==> config.mk <==
export PLATFORM = sky130hd
export DESIGN_NAME = router_fsm_nch_flat
export DESIGN_NICKNAME = d
export VERILOG_FILES = /design/src/rtl/router_fsm_nch_if.sv /design/src/rtl/router_fsm_nch.sv /design/src/flat_wrapper.sv
export SDC_FILE = /design/constraint.sdc
export NUM_CORES = 1
export LEC_CHECK = 0
export ABC_AREA = 1
export CORE_MARGIN = 3
export CORE_UTILIZATION = 50
export DETAILED_ROUTE_END_ITERATION = 12
export PLACE_DENSITY = 0.79
export SKIP_LAST_GASP = 1
export SYNTH_ARGS = -nofsm -noshare
export SYNTH_HDL_FRONTEND = slang
export SYNTH_SLANG_ARGS = --single-unit
==> constraint.sdc <==
create_clock -name clock -period 1.7 [get_ports clock]
set_clock_uncertainty 0.05 [all_clocks]
set_input_delay 0.425 -clock clock [delete_from_list [all_inputs] [get_ports clock]]
set_output_delay 0.425 -clock clock [all_outputs]
set_load 0.005 [all_outputs]
==> src/rtl/router_fsm_nch_if.sv <==
// Control/status bundle between the 1xN router datapath and its control FSM.
// slave = FSM side, master = datapath/source side.
interface router_fsm_nch_if #(
    parameter int NUM_CH = 3,
    parameter int ADDR_W = 2,
    parameter int CNT_W  = 8
);
    logic              pkt_valid;
    logic [ADDR_W-1:0] data_in;
    logic              fifo_full;
    logic [NUM_CH-1:0] fifo_empty;
    logic [NUM_CH-1:0] soft_reset;
    logic              parity_done;
    logic              low_pkt_valid;

    logic              detect_add;
    logic              lfd_state;
    logic              ld_state;
    logic              laf_state;
    logic              full_state;
    logic              write_enb_reg;
    logic              rst_int_reg;
    logic              busy;
    logic              drop_state;
    logic [ADDR_W-1:0] cur_addr;
    logic [CNT_W-1:0]  drop_count;

    modport slave (
        input  pkt_valid, data_in, fifo_full, fifo_empty, soft_reset, parity_done, low_pkt_valid,
        output detect_add, lfd_state, ld_state, laf_state, full_state, write_enb_reg,
               rst_int_reg, busy, drop_state, cur_addr, drop_count
    );

    modport master (
        output pkt_valid, data_in, fifo_full, fifo_empty, soft_reset, parity_done, low_pkt_valid,
        input  detect_add, lfd_state, ld_state, laf_state, full_state, write_enb_reg,
               rst_int_reg, busy, drop_state, cur_addr, drop_count
    );
endinterface

==> src/rtl/router_fsm_nch.sv <==
// 1xN router control FSM: header decode, load sequencing, full stalls,
// wait-till-empty with timeout, invalid-address drop and per-channel soft reset.
module router_fsm_nch #(
    parameter int NUM_CH  = 3,
    parameter int ADDR_W  = 2,
    parameter int TIMEOUT = 64,
    parameter int CNT_W   = 8
) (
    input  logic            clock,
    input  logic            resetn,
    router_fsm_nch_if.slave bus
);
    typedef enum logic [3:0] {
        DECODE_ADDRESS, LOAD_FIRST_DATA, LOAD_DATA, FIFO_FULL_STATE, LOAD_AFTER_FULL,
        LOAD_PARITY, CHECK_PARITY_ERROR, WAIT_TILL_EMPTY, DROP_PACKET
    } state_e;

    localparam int NA     = 1 << ADDR_W;
    localparam int WAIT_W = (TIMEOUT > 2) ? $clog2(TIMEOUT) : 1;
    localparam logic [WAIT_W-1:0] WAIT_LAST = WAIT_W'((TIMEOUT > 0) ? TIMEOUT - 1 : 0);

    state_e            state, nxt;
    logic [ADDR_W-1:0] cur_addr;
    logic [WAIT_W-1:0] wait_cnt;
    logic [CNT_W-1:0]  drop_cnt;
    logic [NA-1:0]     empty_ext, soft_ext;
    logic              addr_ok, wait_clr, wait_inc, drop_inc;

    // Zero-extend per-channel flags so any address value indexes safely.
    assign empty_ext = NA'(bus.fifo_empty);
    assign soft_ext  = NA'(bus.soft_reset);
    assign addr_ok   = ({1'b0, bus.data_in} < (ADDR_W + 1)'(NUM_CH));

    always_comb begin
        nxt      = state;
        wait_clr = 1'b0;
        wait_inc = 1'b0;
        drop_inc = 1'b0;
        case (state)
            DECODE_ADDRESS:
                if (bus.pkt_valid) begin
                    if (!addr_ok) begin
                        nxt      = DROP_PACKET;
                        drop_inc = 1'b1;
                    end else if (empty_ext[bus.data_in]) begin
                        nxt = LOAD_FIRST_DATA;
                    end else begin
                        nxt      = WAIT_TILL_EMPTY;
                        wait_clr = 1'b1;
                    end
                end
            LOAD_FIRST_DATA: nxt = LOAD_DATA;
            LOAD_DATA:
                if (bus.fifo_full)       nxt = FIFO_FULL_STATE;
                else if (!bus.pkt_valid) nxt = LOAD_PARITY;
            FIFO_FULL_STATE:
                if (!bus.fifo_full) nxt = LOAD_AFTER_FULL;
            LOAD_AFTER_FULL:
                if (bus.parity_done)        nxt = DECODE_ADDRESS;
                else if (bus.low_pkt_valid) nxt = LOAD_PARITY;
                else                        nxt = LOAD_DATA;
            LOAD_PARITY: nxt = CHECK_PARITY_ERROR;
            CHECK_PARITY_ERROR:
                nxt = bus.fifo_full ? FIFO_FULL_STATE : DECODE_ADDRESS;
            WAIT_TILL_EMPTY:
                if (empty_ext[cur_addr]) begin
                    nxt = LOAD_FIRST_DATA;
                end else if (TIMEOUT != 0 && wait_cnt == WAIT_LAST) begin
                    nxt      = DROP_PACKET;
                    drop_inc = 1'b1;
                end else begin
                    wait_inc = 1'b1;
                end
            DROP_PACKET:
                if (!bus.pkt_valid) nxt = DECODE_ADDRESS;
            default: nxt = DECODE_ADDRESS;
        endcase

        // Soft reset of the addressed channel aborts the packet from any active state.
        if (state != DECODE_ADDRESS && state != DROP_PACKET && soft_ext[cur_addr]) begin
            nxt      = DECODE_ADDRESS;
            wait_inc = 1'b0;
            drop_inc = 1'b0;
        end
    end

    always_ff @(posedge clock or negedge resetn) begin
        if (!resetn) begin
            state    <= DECODE_ADDRESS;
            cur_addr <= '0;
            wait_cnt <= '0;
            drop_cnt <= '0;
        end else begin
            state <= nxt;
            if (state == DECODE_ADDRESS && bus.pkt_valid) cur_addr <= bus.data_in;
            if (wait_clr)      wait_cnt <= '0;
            else if (wait_inc) wait_cnt <= wait_cnt + 1'b1;
            if (drop_inc && drop_cnt != '1) drop_cnt <= drop_cnt + 1'b1;
        end
    end

    assign bus.detect_add    = (state == DECODE_ADDRESS);
    assign bus.lfd_state     = (state == LOAD_FIRST_DATA);
    assign bus.ld_state      = (state == LOAD_DATA);
    assign bus.laf_state     = (state == LOAD_AFTER_FULL);
    assign bus.full_state    = (state == FIFO_FULL_STATE);
    assign bus.rst_int_reg   = (state == CHECK_PARITY_ERROR);
    assign bus.drop_state    = (state == DROP_PACKET);
    assign bus.write_enb_reg = (state inside {LOAD_DATA, LOAD_PARITY, LOAD_AFTER_FULL});
    assign bus.busy          = (state inside {LOAD_FIRST_DATA, FIFO_FULL_STATE, LOAD_AFTER_FULL,
                                              LOAD_PARITY, CHECK_PARITY_ERROR, WAIT_TILL_EMPTY});
    assign bus.cur_addr      = cur_addr;
    assign bus.drop_count    = drop_cnt;
endmodule

==> src/flat_wrapper.sv <==
// flat-port wrapper written by rule: the top's interface ports become plain ports
module router_fsm_nch_flat 
#(
    parameter int NUM_CH  = 3,
    parameter int ADDR_W  = 2,
    parameter int TIMEOUT = 64,
    parameter int CNT_W   = 8
)
  (clock, resetn, bus_pkt_valid, bus_data_in, bus_fifo_full, bus_fifo_empty, bus_soft_reset, bus_parity_done, bus_low_pkt_valid, bus_detect_add, bus_lfd_state, bus_ld_state, bus_laf_state, bus_full_state, bus_write_enb_reg, bus_rst_int_reg, bus_busy, bus_drop_state, bus_cur_addr, bus_drop_count);
  router_fsm_nch_if #(.NUM_CH(NUM_CH), .ADDR_W(ADDR_W), .CNT_W(CNT_W)) bus_i ();
  input  logic clock;
  input  logic resetn;
  input wire logic [$bits(bus_i.pkt_valid)-1:0] bus_pkt_valid;
  input wire logic [$bits(bus_i.data_in)-1:0] bus_data_in;
  input wire logic [$bits(bus_i.fifo_full)-1:0] bus_fifo_full;
  input wire logic [$bits(bus_i.fifo_empty)-1:0] bus_fifo_empty;
  input wire logic [$bits(bus_i.soft_reset)-1:0] bus_soft_reset;
  input wire logic [$bits(bus_i.parity_done)-1:0] bus_parity_done;
  input wire logic [$bits(bus_i.low_pkt_valid)-1:0] bus_low_pkt_valid;
  output wire logic [$bits(bus_i.detect_add)-1:0] bus_detect_add;
  output wire logic [$bits(bus_i.lfd_state)-1:0] bus_lfd_state;
  output wire logic [$bits(bus_i.ld_state)-1:0] bus_ld_state;
  output wire logic [$bits(bus_i.laf_state)-1:0] bus_laf_state;
  output wire logic [$bits(bus_i.full_state)-1:0] bus_full_state;
  output wire logic [$bits(bus_i.write_enb_reg)-1:0] bus_write_enb_reg;
  output wire logic [$bits(bus_i.rst_int_reg)-1:0] bus_rst_int_reg;
  output wire logic [$bits(bus_i.busy)-1:0] bus_busy;
  output wire logic [$bits(bus_i.drop_state)-1:0] bus_drop_state;
  output wire logic [$bits(bus_i.cur_addr)-1:0] bus_cur_addr;
  output wire logic [$bits(bus_i.drop_count)-1:0] bus_drop_count;
  assign bus_i.pkt_valid = bus_pkt_valid;
  assign bus_i.data_in = bus_data_in;
  assign bus_i.fifo_full = bus_fifo_full;
  assign bus_i.fifo_empty = bus_fifo_empty;
  assign bus_i.soft_reset = bus_soft_reset;
  assign bus_i.parity_done = bus_parity_done;
  assign bus_i.low_pkt_valid = bus_low_pkt_valid;
  assign bus_detect_add = bus_i.detect_add;
  assign bus_lfd_state = bus_i.lfd_state;
  assign bus_ld_state = bus_i.ld_state;
  assign bus_laf_state = bus_i.laf_state;
  assign bus_full_state = bus_i.full_state;
  assign bus_write_enb_reg = bus_i.write_enb_reg;
  assign bus_rst_int_reg = bus_i.rst_int_reg;
  assign bus_busy = bus_i.busy;
  assign bus_drop_state = bus_i.drop_state;
  assign bus_cur_addr = bus_i.cur_addr;
  assign bus_drop_count = bus_i.drop_count;
  router_fsm_nch #(.NUM_CH(NUM_CH), .ADDR_W(ADDR_W), .TIMEOUT(TIMEOUT), .CNT_W(CNT_W)) u_core (.clock(clock), .resetn(resetn), .bus(bus_i));
endmodule
==> results of run 1 <==
[power breakdown]
part           internal, mW  switching [mW]
clock network        0.0829           0.148
logic                  1.15            1.27
registers             0.588          0.0918
[cells in the final DEF, fill, tap and decap left out, drive strengths merged]
master         synthesis  final
nand2                 79     79
buf                    2     69
nor2                  31     31
nand3                 24     25
inv                   24     24
dfrtp                 20     20
clkdlybuf4s50          0     18
nand4                 10     10
o21ai                  7      7
xnor2                  5      5
clkbuf                 0      4
xor2                   3      3
dlymetal6s2s           0      3
a21oi                  3      3
nand3b                 2      2
ha                     2      2
dlygate4sd2            0      2
o22ai                  1      1
o211ai                 1      1
nor3                   1      1
or2                    1      1
[cells by family after synthesis]
logic type,after synthesis,share of synthesized area
buffers and inverters,26,0.0722
flip-flops,20,0.340
AO/OA/AOI/OAI,12,0.0433
AND/OR/NAND/NOR,148,0.480
adder cells (fa/ha/maj),2,0.0170
XOR/XNOR,8,0.0475
[area by class of cell]
type	instances	area, um^2
timing repair buffer	93	803
clock buffer	3	22.5
inverter	24	105
multi-input combinational	171	997
fill	124	310
tap	31	38.8
sequential	20	504
[synthesized netlist by cell type]
| cell | number | share of area |
|---|---|---|
| or2_2 | 1 | 0.0042 |
| nor2_1 | 23 | 0.059 |
| nor2_4 | 3 | 0.023 |
| buf_2 | 1 | 0.0034 |
| o211ai_1 | 1 | 0.0051 |
| inv_1 | 19 | 0.048 |
| nor2_2 | 5 | 0.021 |
| o21ai_1 | 3 | 0.010 |
| xnor2_1 | 5 | 0.030 |
| nand2_1 | 76 | 0.19 |
| nand2_4 | 1 | 0.0076 |
| nand3_2 | 4 | 0.027 |
| o21ai_0 | 4 | 0.014 |
| xor2_1 | 3 | 0.018 |
| nand3_4 | 1 | 0.012 |
| nand4_2 | 1 | 0.0085 |
| nand3b_1 | 2 | 0.010 |
| nand3_1 | 19 | 0.065 |
| o22ai_1 | 1 | 0.0042 |
| dfrtp_1 | 20 | 0.34 |
| a21oi_1 | 3 | 0.010 |
| nor3_1 | 1 | 0.0034 |
| inv_2 | 5 | 0.013 |
| buf_6 | 1 | 0.0076 |
| nand4_1 | 9 | 0.038 |
| ha_1 | 2 | 0.017 |
| nand2_2 | 2 | 0.0085 |
[stage by stage]
| step | power, mW | instances | instance area [um^2] | setup WS, ns |
|---|---|---|---|---|
| 3_5_place_dp | 2.22 | 299 | 1980 | -0.178 |
| 3_3_place_gp | 2.21 | 299 | 1980 | -0.159 |
| 4_1_cts | 2.73 | 330 | 2230 | -0.139 |
| 2_1_floorplan | 1.55 | 216 | 1470 | 0.272 |
| 6_report | 3.32 | 342 | 2470 | -0.142 |
| 5_1_grt | 3.52 | 342 | 2470 | -0.182 |
[metal layers]
layer,track usage,routed length [um],vias to the layer above
met5,0,0,-
met4,0.104,393,0
met3,0.0324,434,43
met2,0.468,2920,120
met1,0.320,2220,919
li1,-,-,885
[worst paths after layout]
path                                                 end  slack, ns
worst max-delay path                      bus_drop_state      -0.14
max in group asynchronous       u_core.bus.drop_count[6]       0.98
worst min-delay path                  u_core.wait_cnt[1]       0.39
min in group clock              u_core.bus.drop_count[1]       0.51
worst min register to register  u_core.bus.drop_count[1]       0.51
worst max register to register           u_core.state[0]      -0.09
[registers in the layout, summed over array words and instances, names as in the netlist]
name,cells
u_core.bus.cur_addr,2
u_core.state,4
u_core.bus.drop_count,8
u_core.wait_cnt,6
[repair_timing]
item,CTS,global route
gates cloned,0,1
hold endpoints to repair,0,0
gates resized for setup,48,47
setup buffers,28,11
setup endpoints to repair,19,32
pin swaps,6,11
==> results.py, run 1 <==
metrics = {
    "run_status": {
        "status": "finished, violations left",
        "violations": "negative setup slack",
    },
    "yosys": {
        "yosysSeqAreaShare": 0.340,
        "yosysWarnings": 0,
        "synth_cell_types": 27,
        "syn_nets": 232,
        "synth_seq_cells": 20,
        "synth_cells": 216,
        "syn_avg_cell_area_um2": 6.82,
        "syn_area_um2": 1470,
    },
    "floorplanning": {
        "die_h_um": 60.3,
        "die_area_um2": 3640,
        "start_util": 0.530,
        "core-area_um2": 2780,
        "die_width_um": 60.3,
        "ios": 33,
        "rows": 19,
    },
    "timing": {
        "timing.hold.ws_ns": 0.391,
        "drv_slew": 0,
        "fin_crit_sh": 1.08,
        "maxSlewHeadroom": 0.715,
        "setup_viol": 24,
        "setup_ws_ns": -0.142,
        "hold_viol_final": 0,
        "finalCriticalPeriod_ns": 1.84,
        "timing.setup.tns_ns": -1.27,
        "tightest_slew_ns": 0.423,
        "rsz0062_at_grt": "true",
        "fmax_ghz": 0.543,
    },
    "place": {
        "gp_congestion": 0.855,
        "io_buffers": 32,
        "dp_hpwl_um": 2650,
    },
    "setup_path": {
        "worst_r2r_startpoint": "u_core.state[1]",
        "endpoint_kind": "primary output",
        "arrival_ns": 1.37,
        "cp_max_fo": 3,
        "slowest_stage": "dfrtp_2",
        "crit_start": "u_core.state[0]",
        "required_ns": 1.22,
        "crit_cells": 6,
        "cp_top_family": "flip-flops",
        "r2r_cells": 12,
        "start_kind": "register",
        "crit_chain": "buf_6, nor2_4, buf_6, nand2_4, nor2_4, buf_2",
        "critPathBufInv": 3,
        "crit_type": "register to primary output",
        "max_stage_delay_ns": 0.43,
    },
    "cells_and_area": {
        "finalNetCount": 329,
        "syn_to_final_growth_pct": 67.7,
        "layout-drive-gt1-share": 0.395,
        "diodes": 0,
        "post-route-util": 0.888,
    },
    "global_route": {
        "overflow": 0,
        "grt_first_pass_wirelength_um": 7200,
        "grt.total_usage": 0.264,
        "grt_antenna_before_repair": 0,
        "grt_pass1_vias": 1667,
        "grt_max_degree": 21,
    },
    "pwr": {
        "p_per_area_nw_per_um2": 1350,
        "p_leak_nw": 1.32,
        "ir_drop_uv": 1270,
    },
    "clocking": {
        "cts_max_path_buffers": 2,
        "cts_tree": "built",
        "htree_levels": 1,
        "cts_buffers": 3,
        "cts_num_sinks": 20,
        "cts_hold_buffers": 0,
        "clk_latency_ns": 0.31,
        "cts_root_buf": "clkbuf_4",
        "clk_pin_slew_worst_paths_ns": 0.11,
    },
    "detailed_routing": {
        "ant_nets": 0,
        "via_per_inst": 5.75,
        "routedWlPerCell_um": 17.5,
        "routed_wl_um": 5970,
        "dr.first_iter.drc_count": 215,
        "drt-pass1-iter-count": 5,
        "vias": 1967,
        "drc": 0,
    },
    "hold_path": {
        "hold_path.class": "input pin to asynchronous set/reset pin",
    },
    "job": {
        "max_cap_violations": 0,
    },
}
Power figures use the tool's default switching activity.
==> inputs of run 2 (changes only) <==
--- a/config.mk
+++ b/config.mk
@@ -10,6 +10,7 @@
 export CORE_UTILIZATION = 50
 export DETAILED_ROUTE_END_ITERATION = 12
 export PLACE_DENSITY = 0.79
+export SETUP_SLACK_MARGIN = 0.5
 export SKIP_LAST_GASP = 1
 export SYNTH_ARGS = -nofsm -noshare
 export SYNTH_HDL_FRONTEND = slang
==> results.py, run 2 (synthesis results as in run 1) <==
metrics = {
    "run_status": {
        "status": "finished, violations left",
        "violations": "negative setup slack",
    },
    "detailed_routing": {
        "drt-pass1-iter-count": 8,
        "ant_nets": 0,
        "drc": 0,
        "routed_wl_um": 6910,
        "via_per_inst": 6.20,
        "vias": 2126,
        "routedWlPerCell_um": 20.1,
        "dr.first_iter.drc_count": 273,
    },
    "clocking": {
        "cts_tree": "built",
        "cts_hold_buffers": 0,
        "htree_levels": 1,
        "cts_root_buf": "clkbuf_4",
        "cts_max_path_buffers": 2,
        "cts_buffers": 3,
        "cts_num_sinks": 20,
        "clk_latency_ns": 0.33,
        "clk_pin_slew_worst_paths_ns": 0.13,
    },
    "cells_and_area": {
        "diodes": 0,
        "final_cell_mix": "63 x nand2_1, 43 x buf_4, 22 x buf_6",
        "final_common_cell": "nand2_1",
        "largest_reg_flops": 8,
        "layout-drive-gt1-share": 0.471,
        "syn_to_final_growth_pct": 73.4,
        "finalNetCount": 329,
        "design_area_um2": 2560,
        "fillers": 105,
    },
    "global_route": {
        "grt_first_pass_wirelength_um": 8660,
        "grt_max_degree": 21,
        "grt.total_usage": 0.319,
        "overflow": 0,
        "grt_antenna_before_repair": 0,
        "grt_pass1_vias": 1886,
    },
    "floorplanning": {
        "rows": 19,
        "start_util": 0.530,
        "ios": 33,
        "die_width_um": 60.3,
        "die_area_um2": 3640,
        "die_h_um": 60.3,
        "core-area_um2": 2780,
    },
    "timing": {
        "fin_crit_sh": 1.13,
        "hold_viol_final": 0,
        "timing.hold.ws_ns": 0.376,
        "drv_slew": 0,
        "rsz0062_at_grt": "true",
        "finalCriticalPeriod_ns": 1.91,
        "setup_ws_ns": -0.215,
        "fmax_ghz": 0.522,
        "tightest_slew_ns": 0.263,
        "maxSlewHeadroom": 0.825,
        "setup_viol": 26,
    },
    "setup_path": {
        "start_kind": "register",
        "endpoint_kind": "register",
        "cp_max_fo": 4,
        "required_ns": 1.87,
        "arrival_ns": 2.09,
        "crit_type": "register to register",
    },
    "place": {
        "dp_hpwl_um": 2890,
        "gp_congestion": 0.860,
        "place_area_um2": 2070,
        "io_buffers": 32,
    },
    "job": {
        "max_cap_violations": 0,
    },
    "pwr": {
        "p_leak_nw": 1.32,
        "power_mw": 3.81,
        "ir_drop_uv": 1310,
        "p_per_area_nw_per_um2": 1490,
    },
    "hold_path": {
        "hold_path.class": "input pin to asynchronous set/reset pin",
    },
}
==> run 2: changes by cell type in the layout (fill, tap and decap cells not counted), moves of 5 or more <==
| cell | delta |
|---|---|
| buf_2 | +6 |
| buf_6 | +12 |
| clkdlybuf4s50_1 | -5 |
| buf_4 | -7 |
==> run 2: worst paths after layout <==
| kind | slack, ns | to | cells past startpoint | startpoint |
|---|---|---|---|---|
| worst max-delay path | -0.21 | u_core.state[0] | 11 | u_core.state[0] |
| worst min-delay path | 0.38 | u_core.state[2] | 2 | resetn |
| worst max register to register | -0.21 | u_core.state[0] | 11 | u_core.state[0] |
| worst min register to register | 0.51 | u_core.wait_cnt[5] | 2 | u_core.wait_cnt[5] |
| max in group asynchronous | 0.97 | u_core.state[3] | 2 | resetn |
| min in group clock | 0.51 | u_core.wait_cnt[5] | 2 | u_core.wait_cnt[5] |
==> run 2: layer usage <==
metal,wire [um],track usage
met4,531,0.193
met1,2340,0.377
met2,3240,0.552
met3,796,0.0302
met5,0,0
==> run 2: metrics by stage <==
| step | setup WS, ns | setup TNS [ns] | utilization | instances |
|---|---|---|---|---|
| after floorplan | 0.343 | 0 | - | 216 |
| after global placement | -0.136 | -2.30 | 0.743 | 301 |
| after detailed placement | -0.171 | -2.54 | 0.743 | 301 |
| after CTS | -0.0614 | -0.242 | 0.873 | 340 |
| after global routing | -0.233 | -3.41 | 0.919 | 343 |
| final | -0.215 | -2.34 | 0.919 | 343 |
==> run 2: worst max-delay path, cell delays in order, from the launching register on <==
cell	delay (ns)
dfrtp_2	0.51
buf_4	0.17
nand2_1	0.13
nor2_4	0.06
buf_4	0.13
buf_4	0.13
nand2_1	0.08
nand2_1	0.10
nand2_2	0.11
nand3_2	0.13
nand2_1	0.11
nand2_1	0.10
==> run 2: area by class of cell <==
class / count / area, um^2 / area share
Tap cell: 31 / 38.8 / 0.0152
Multi-Input combinational cell: 170 / 1060 / 0.415
Timing Repair Buffer: 94 / 811 / 0.317
Inverter: 24 / 105 / 0.0411
Sequential cell: 20 / 505 / 0.198
Clock buffer: 4 / 36.3 / 0.0142
==> run 2: report_power, final <==
part	switching (mW)	internal, mW
clock network	0.164	0.131
logic	1.45	1.35
registers	0.130	0.589
total	1.75	2.07
==> run 2: timing repair <==
item / CTS / global route
resized for setup: 111 / 32
buffers inserted: 35 / 3
endpoints found under the setup margin: 39 / 39
pin swaps: 18 / 17
